$ cat src/rtl/regfile_writeback_if.sv
// Producer handshakes and register-file write port of the writeback block.
interface regfile_writeback_if #(
    parameter int unsigned DATA_W = 64,
    parameter int unsigned ADDR_W = 5,
    parameter int unsigned DEPTH  = 4
);
    localparam int unsigned CNT_W = $clog2(DEPTH) + 1;
    localparam int unsigned NREG  = 2 ** ADDR_W;

    logic              alu_valid;
    logic [ADDR_W-1:0] alu_addr;
    logic [DATA_W-1:0] alu_data;
    logic              alu_ready;

    logic              mem_valid;
    logic [ADDR_W-1:0] mem_addr;
    logic [DATA_W-1:0] mem_data;
    logic              mem_ready;

    logic              rf_write_enable;
    logic [ADDR_W-1:0] rf_write_addr;
    logic [DATA_W-1:0] rf_write_data;

    logic [NREG-1:0]   pending;
    logic [CNT_W-1:0]  count;
    logic              idle;

    modport master (
        output alu_valid, alu_addr, alu_data, mem_valid, mem_addr, mem_data,
        input  alu_ready, mem_ready, rf_write_enable, rf_write_addr, rf_write_data,
        input  pending, count, idle
    );

    modport slave (
        input  alu_valid, alu_addr, alu_data, mem_valid, mem_addr, mem_data,
        output alu_ready, mem_ready, rf_write_enable, rf_write_addr, rf_write_data,
        output pending, count, idle
    );
endinterface

$ cat src/rtl/regfile_writeback.sv
// Register-file writer: round-robin accepts ALU/load results into a FIFO and
// issues one registered register-file write per cycle in acceptance order.
module regfile_writeback #(
    parameter int unsigned DATA_W = 64,
    parameter int unsigned ADDR_W = 5,
    parameter int unsigned DEPTH  = 4
) (
    input logic               clk,
    input logic               reset_n,
    regfile_writeback_if.slave bus
);
    localparam int unsigned PTR_W = $clog2(DEPTH);
    localparam int unsigned CNT_W = PTR_W + 1;
    localparam int unsigned NREG  = 2 ** ADDR_W;

    typedef struct packed {
        logic [ADDR_W-1:0] addr;
        logic [DATA_W-1:0] data;
    } entry_t;

    typedef enum logic {
        GRANT_ALU = 1'b0,
        GRANT_MEM = 1'b1
    } grant_t;

    entry_t            fifo [DEPTH];
    logic [PTR_W-1:0]  wr_ptr;
    logic [PTR_W-1:0]  rd_ptr;
    logic [CNT_W-1:0]  count;
    grant_t            last_grant;
    logic              rf_enable;
    logic [ADDR_W-1:0] rf_addr;
    logic [DATA_W-1:0] rf_data;

    logic              full;
    logic              alu_ready;
    logic              mem_ready;
    logic              alu_fire;
    logic              mem_fire;
    logic              push;
    logic              pop;
    entry_t            push_entry;
    logic [NREG-1:0]   pend;
    logic [PTR_W-1:0]  idx;

    // Ready never looks at the producer's own valid; a contended edge goes to the
    // producer that did not win the last transfer.
    always_comb begin
        full       = (count == CNT_W'(DEPTH));
        alu_ready  = reset_n && !full && (!bus.mem_valid || last_grant == GRANT_MEM);
        mem_ready  = reset_n && !full && (!bus.alu_valid || last_grant == GRANT_ALU);
        alu_fire   = bus.alu_valid && alu_ready;
        mem_fire   = bus.mem_valid && mem_ready;
        push       = alu_fire || mem_fire;
        pop        = (count != '0);
        push_entry = alu_fire ? entry_t'{addr: bus.alu_addr, data: bus.alu_data}
                              : entry_t'{addr: bus.mem_addr, data: bus.mem_data};
    end

    // Queue storage needs no reset: only slots inside count are ever read.
    always_ff @(posedge clk) begin
        if (push) begin
            fifo[wr_ptr] <= push_entry;
        end
    end

    always_ff @(posedge clk) begin
        if (!reset_n) begin
            wr_ptr     <= '0;
            rd_ptr     <= '0;
            count      <= '0;
            last_grant <= GRANT_ALU;
            rf_enable  <= 1'b0;
            rf_addr    <= '0;
            rf_data    <= '0;
        end else begin
            if (push) begin
                wr_ptr <= wr_ptr + PTR_W'(1);
            end
            if (pop) begin
                rd_ptr    <= rd_ptr + PTR_W'(1);
                rf_enable <= 1'b1;
                rf_addr   <= fifo[rd_ptr].addr;
                rf_data   <= fifo[rd_ptr].data;
            end else begin
                rf_enable <= 1'b0;
            end
            if (push && !pop) begin
                count <= count + CNT_W'(1);
            end else if (!push && pop) begin
                count <= count - CNT_W'(1);
            end
            if (alu_fire) begin
                last_grant <= GRANT_ALU;
            end else if (mem_fire) begin
                last_grant <= GRANT_MEM;
            end
        end
    end

    // Scoreboard view: every live queue slot plus the write on the output stage.
    always_comb begin
        pend = '0;
        idx  = '0;
        for (int unsigned i = 0; i < DEPTH; i++) begin
            idx = rd_ptr + PTR_W'(i);
            if (CNT_W'(i) < count) begin
                pend[fifo[idx].addr] = 1'b1;
            end
        end
        if (rf_enable) begin
            pend[rf_addr] = 1'b1;
        end
    end

    assign bus.alu_ready       = alu_ready;
    assign bus.mem_ready       = mem_ready;
    assign bus.rf_write_enable = rf_enable;
    assign bus.rf_write_addr   = rf_addr;
    assign bus.rf_write_data   = rf_data;
    assign bus.pending         = pend;
    assign bus.count           = count;
    assign bus.idle            = (count == '0) && !rf_enable;
endmodule

$ cat src/flat_wrapper.sv
// flat-port wrapper written by rule: the top's interface ports become plain ports
module regfile_writeback_flat 
#(
    parameter int unsigned DATA_W = 64,
    parameter int unsigned ADDR_W = 5,
    parameter int unsigned DEPTH  = 4
)
  (clk, reset_n, bus_alu_valid, bus_alu_addr, bus_alu_data, bus_mem_valid, bus_mem_addr, bus_mem_data, bus_alu_ready, bus_mem_ready, bus_rf_write_enable, bus_rf_write_addr, bus_rf_write_data, bus_pending, bus_count, bus_idle);
  regfile_writeback_if #(.DATA_W(DATA_W), .ADDR_W(ADDR_W), .DEPTH(DEPTH)) bus_i ();
  input logic clk;
  input logic reset_n;
  input wire logic [$bits(bus_i.alu_valid)-1:0] bus_alu_valid;
  input wire logic [$bits(bus_i.alu_addr)-1:0] bus_alu_addr;
  input wire logic [$bits(bus_i.alu_data)-1:0] bus_alu_data;
  input wire logic [$bits(bus_i.mem_valid)-1:0] bus_mem_valid;
  input wire logic [$bits(bus_i.mem_addr)-1:0] bus_mem_addr;
  input wire logic [$bits(bus_i.mem_data)-1:0] bus_mem_data;
  output wire logic [$bits(bus_i.alu_ready)-1:0] bus_alu_ready;
  output wire logic [$bits(bus_i.mem_ready)-1:0] bus_mem_ready;
  output wire logic [$bits(bus_i.rf_write_enable)-1:0] bus_rf_write_enable;
  output wire logic [$bits(bus_i.rf_write_addr)-1:0] bus_rf_write_addr;
  output wire logic [$bits(bus_i.rf_write_data)-1:0] bus_rf_write_data;
  output wire logic [$bits(bus_i.pending)-1:0] bus_pending;
  output wire logic [$bits(bus_i.count)-1:0] bus_count;
  output wire logic [$bits(bus_i.idle)-1:0] bus_idle;
  assign bus_i.alu_valid = bus_alu_valid;
  assign bus_i.alu_addr = bus_alu_addr;
  assign bus_i.alu_data = bus_alu_data;
  assign bus_i.mem_valid = bus_mem_valid;
  assign bus_i.mem_addr = bus_mem_addr;
  assign bus_i.mem_data = bus_mem_data;
  assign bus_alu_ready = bus_i.alu_ready;
  assign bus_mem_ready = bus_i.mem_ready;
  assign bus_rf_write_enable = bus_i.rf_write_enable;
  assign bus_rf_write_addr = bus_i.rf_write_addr;
  assign bus_rf_write_data = bus_i.rf_write_data;
  assign bus_pending = bus_i.pending;
  assign bus_count = bus_i.count;
  assign bus_idle = bus_i.idle;
  regfile_writeback #(.DATA_W(DATA_W), .ADDR_W(ADDR_W), .DEPTH(DEPTH)) u_core (.clk(clk), .reset_n(reset_n), .bus(bus_i));
endmodule
$ cat config.mk
export PLATFORM = sky130hd
export DESIGN_NAME = regfile_writeback_flat
export DESIGN_NICKNAME = d
export VERILOG_FILES = /design/src/rtl/regfile_writeback_if.sv /design/src/rtl/regfile_writeback.sv /design/src/flat_wrapper.sv
export SDC_FILE = /design/constraint.sdc
export NUM_CORES = 1
export LEC_CHECK = 0
export CORE_UTILIZATION = 55
export CTS_CLUSTER_DIAMETER = 150
export CTS_CLUSTER_SIZE = 24
export DETAILED_ROUTE_END_ITERATION = 10
export PLACE_DENSITY_LB_ADDON = 0.05
export REMOVE_ABC_BUFFERS = 1
export SLEW_MARGIN = 20
export SYNTH_ARGS = -nofsm -noshare
export SYNTH_HDL_FRONTEND = slang
export SYNTH_SLANG_ARGS = --single-unit
$ cat constraint.sdc
create_clock -name clk -period 16.7 [get_ports clk]
set_clock_uncertainty 0.15 [all_clocks]
set_input_delay 3.34 -clock clk [delete_from_list [all_inputs] [get_ports clk]]
set_output_delay 3.34 -clock clk [all_outputs]
set_load 0.05 [all_outputs]
## After elaboration in Yosys (flattened, before gate mapping)

Memory sizes are Yosys's and may differ from the RTL's. A register that Yosys moved wholly into a read port is not among the register bits.
Cells that the tools add are included.

| operators by class | value |
|---|---|
| muxes and demuxes | 23 |
| reductions and logical operators | 26 |
| bitwise operators | 6 |
| magnitude comparators | 14 |
| multiply operators | 0 |
| shift operators | 0 |
| add/sub/neg operators | 6 |
| equality and inequality tests | 1 |
| div/mod/pow operators | 0 |

Operators with widths:

| kind | number |
|---|---|
| $mux W32 | 5 |
| $or A32 B32 Y32 | 4 |
| $mux W69 | 1 |
| $lt A5 B6 Y1 const B | 5 |
| $demux W1 S5 | 5 |
| $ge A5 B1 Y1 const B | 5 |
| $logic_and A1 B1 Y1 | 13 |
| $mux W1 | 8 |
| $logic_not A1 Y1 | 6 |
| $lt A1 B3 Y1 const A | 2 |
| $lt A2 B3 Y1 const A | 2 |
| $mux W3 | 2 |
| $add A2 B1 Y2 const B | 2 |
| $add A2 B2 Y2 const B | 2 |
| $mux W2 | 2 |
| $add A3 B1 Y3 const B | 1 |
| $eq A3 B3 Y1 const B | 1 |
| $logic_not A3 Y1 | 1 |
| $logic_or A1 B1 Y1 | 3 |
| $reduce_bool A3 Y1 | 1 |
| $sub A3 B1 Y3 const B | 1 |
| $not A1 Y1 | 2 |
| $reduce_bool A2 Y1 | 1 |
| $reduce_or A2 Y1 | 1 |

| word-level totals | value |
|---|---|
| output and inout port bits | 108 |
| RAM bits | 276 |
| bits of input ports | 142 |
| bits in registers | 78 |
| memories kept | 1 |
| latch bits | 0 |
| memory bits (read-only) | 0 |
| logic and storage cells | 84 |

Memories:

| memory | depth | bits a word | read ports | clocked after memory_dff | wr ports | RTL line | RTL |
|---|---|---|---|---|---|---|---|
| u_core.fifo | 4 | 69 | 4 | 1 | 1 | regfile_writeback.sv:26 | `entry_t fifo [DEPTH];` |

## Logic depth before layout (Yosys ltp)

An unclocked memory read counts as a cell.

| depth | value |
|---|---|
| depth in word-level cells | 14 |
| depth in mapped cells | 9 |
| depth with buffers taken out | 9 |

## Worst setup path before layout

Ideal clock, no wire load.

| timing | value |
|---|---|
| path kind | in2out |
| start | input port reset_n |
| end | output port bus_mem_ready |
| data required time | 13.210 ns |
| buffers on the path | 0 |
| stages on the path | 2 |
| data arrival time | 4.852 ns |
| path slack | 8.358 ns |
| cell sequence | a21boi_0 a21boi_0 |

| between the ends | value |
|---|---|
| cells in the longest elaborated chain, start to end | 2 |

RTL lines:

| item | RTL line | RTL |
|---|---|---|
| start: declaration | flat_wrapper.sv:11 | `input logic reset_n;` |
| $logic_and A1 B1 Y1 (2 in series) | regfile_writeback.sv:51 | `mem_ready = reset_n && !full && (!bus.alu_valid \|\| last_grant == GRANT_ALU);` |
| end: declaration | flat_wrapper.sv:19 | `output wire logic [$bits(bus_i.mem_ready)-1:0] bus_mem_ready;` |

No other way between the ends.

## Worst setup path in the final report

Same ends and word-level chain as after synthesis.

==> flow_summary.toml <==
[status]
status = "complete, no violations"

[global_route]
grt_max_degree = 71
antenna_found_initial = 0
grt_pass1_vias = 9559
track_usage_pct = 24.8
grt_pass1_wl_mm = 54.4
overflow = 0

[cells_and_area]
area_delta_synth_final_pct = 21.0
diodes = 0
multi_input_area_sq_um = 5490
final_util_pct = 67.9
final-seq-area_sq_um = 9900
fin_nets = 1397
drive_gt1_share_pct = 16.0
fillers = 2012
fin_cells = 1637

[critical_path]
worst_ep_required_time_ps = 13210
crit_path_cell_trace = "buf_2, a21boi_0, a21boi_0, clkdlybuf4s50_1"
cp-end-kind = "output port"
cpPeakStageDelay_ps = 830
cpLargestDelayFamily = "buffers and inverters"
path_buf_inv = 2
crit_top_cell = "a21boi_0"
worstSetupPathType = "primary input to output port"
cp-start-kind = "primary input"
cp_max_fo = 13
critical_path_arrival_ps = 5230
slowest_stage = "clkdlybuf4s50_1"

[floorplanning]
die_area_sq_um = 29200
fp.coreArea_sq_um = 27900
die_y_microns = 171
chipWidth_microns = 171
core.rowCount = 61
initial_core_util_pct = 56.1
boundaryPins = 250

[clock_network]
numCtsBuffers = 18
clk_pin_slew_ps = 90
cts_resized = 0
clockBufferDepth = 3
post_cts_buffers = 0
hold_buffers = 0
cts_tree = "built"
cts_root_buffer = "clkbuf_16"
h-tree-depth = 1
clock-sinks = 356
clk_latency_ps = 530

[timing]
fin_ws_ps = 7980
rsz0062_at_grt = "no"
timing.hold.ws_ps = 313
final.period_utilization_pct = 52.2
hold_viol = 0
setup_violations = 0
timing.slew.headroom_pct = 28.4
tns_ps = 0
drv_slew = 0
min_period_ps = 8720
max_freq_mhz = 115
worst_pin_slew_ps = 1070

[synthesis]
syn_avg_cell_area_sq_um = 15.0
synth_cell_types = 43
synthArstFlopShare_pct = 0
ys_top_cells_by_area = "edfxtp_1 (53%), mux4_2 (11%), dfxtp_1 (10%)"
synth_seq_cells = 356
synth_area_sq_um = 15700
synth_top_area_cell = "edfxtp_1"
synth_commonest_cells = "edfxtp_1 (276), nand2_1 (164), dfxtp_1 (80)"
synth.top_cell.area_share_pct = 52.9
synth-main-ff-cell = "edfxtp_1"
synth_edf_count = 276
synth.yosys.seq_area_share_pct = 63.1
yosysWarningCount = 0
synthCells = 1042
yosysMostFrequentCell = "edfxtp_1"

[detailed_routing]
wl_mm = 35.6
initialDrtViolationCount = 865
first_pass_iters = 5
post_drt_wl_per_cell_microns = 21.7
postRouteAntennaNets = 0
vias = 9686
vias_per_cell = 5.92
post-route-drc-count = 0

[placed_design]
globalplace.congestion = 0.927
dp.cells = 1605
port-buffer-count = 249
hpwlAfterDp_mm = 22.6
place_ws_ps = 7930

[power]
powerDensity_nw_per_um2 = 163
ir_drop_mv = 0.0930
leakage_nw = 6.17

[hold_path]
hp-class = "flop to flop"

[flow_run]
max-cap-violations = 0
-- layout by cell type, fill, tap and decap left out, types with 13 or more instances in the layout --
| master | Yosys | layout |
|---|---|---|
| a21boi_0 | 72 | 72 |
| a22oi_1 | 43 | 43 |
| a32oi_1 | 14 | 14 |
| clkbuf_16 | 0 | 19 |
| clkdlybuf4s50_1 | 0 | 248 |
| dfxtp_1 | 80 | 78 |
| edfxtp_1 | 276 | 276 |
| mux2_2 | 69 | 69 |
| mux4_2 | 75 | 75 |
| nand2_1 | 164 | 164 |
| nand3_1 | 52 | 51 |
| nor2_1 | 13 | 13 |
| nor2b_1 | 20 | 16 |
-- kinds of logic after synthesis --
group	share of synthesized area [%]
buffers and inverters	2.23
xor gates and xnor gates	0.223
adders and majority gates	0.638
DFF	63.1
muxes	17.4
AOI/OAI and AO/OA	6.45
and+or+nand+nor	10.0
-- routing by layer --
layer / wire [microns] / track usage (%) / part of all wire (%)
met3: 2190 / 3.61 / 6.1
met4: 843 / 6.56 / 2.4
met5: 0 / 0 / 0
met1: 14900 / 33.8 / 42
met2: 17700 / 42.0 / 50
-- final timing paths --
check	slack, ps	start	depth (start not counted)	end
worst min-delay path	310	u_core.bus.rf_write_data[18]$_SDFFE_PN0N_	2	u_core.bus.rf_write_data[18]$_SDFFE_PN0N_
worst max register to register	12660	u_core.bus.count[1]$_SDFFE_PN0P_	6	u_core.fifo[1][23]$_DFFE_PP_
worst max-delay path	7980	reset_n	4	bus_mem_ready
worst min register to register	310	u_core.bus.rf_write_data[18]$_SDFFE_PN0N_	2	u_core.bus.rf_write_data[18]$_SDFFE_PN0N_
-- worst reg2reg max path: cells and delay by family, from the launching register on --
family,cells,cell delay (ps)
fa+ha+maj,1,240
flops,1,500
compound gates,2,1100
buf+inv,2,850
simple gates,1,760
-- state kept, by name, indices dropped and copies added (netlist names), named ones only --
name / cells
u_core.fifo: 276
u_core.wr_ptr: 2
u_core.last_grant: 1
u_core.bus.rf_write_enable: 1
u_core.rd_ptr: 2
u_core.bus.rf_write_addr: 5
u_core.bus.count: 3
u_core.bus.rf_write_data: 64
-- power by group --
part	switching [W]	internal, W	total (W)
clock	0.000266	0.000217	0.000483
sequential	0.000141	0.00111	0.00125
combinational	0.000853	0.000517	0.00137
-- per-stage QoR --
stage               cell area, sq um  total power, W
CTS                            19000         0.00312
detailed placement             18400         0.00264
finish                         19000         0.00310
global placement               18400         0.00263
floorplan                      15400         0.00219
global route                   19000         0.00324
-- final cells by class --
cell class	count	share of cell area (%)
Clock buffer	31	2.74
Clock inverter	1	0.0857
Inverter	6	0.119
Multi-Input combinational cell	607	28.9
Sequential cell	356	52.2
Tap cell	378	2.49
Timing Repair Buffer	258	13.5
(Power assumes the default switching activity.)
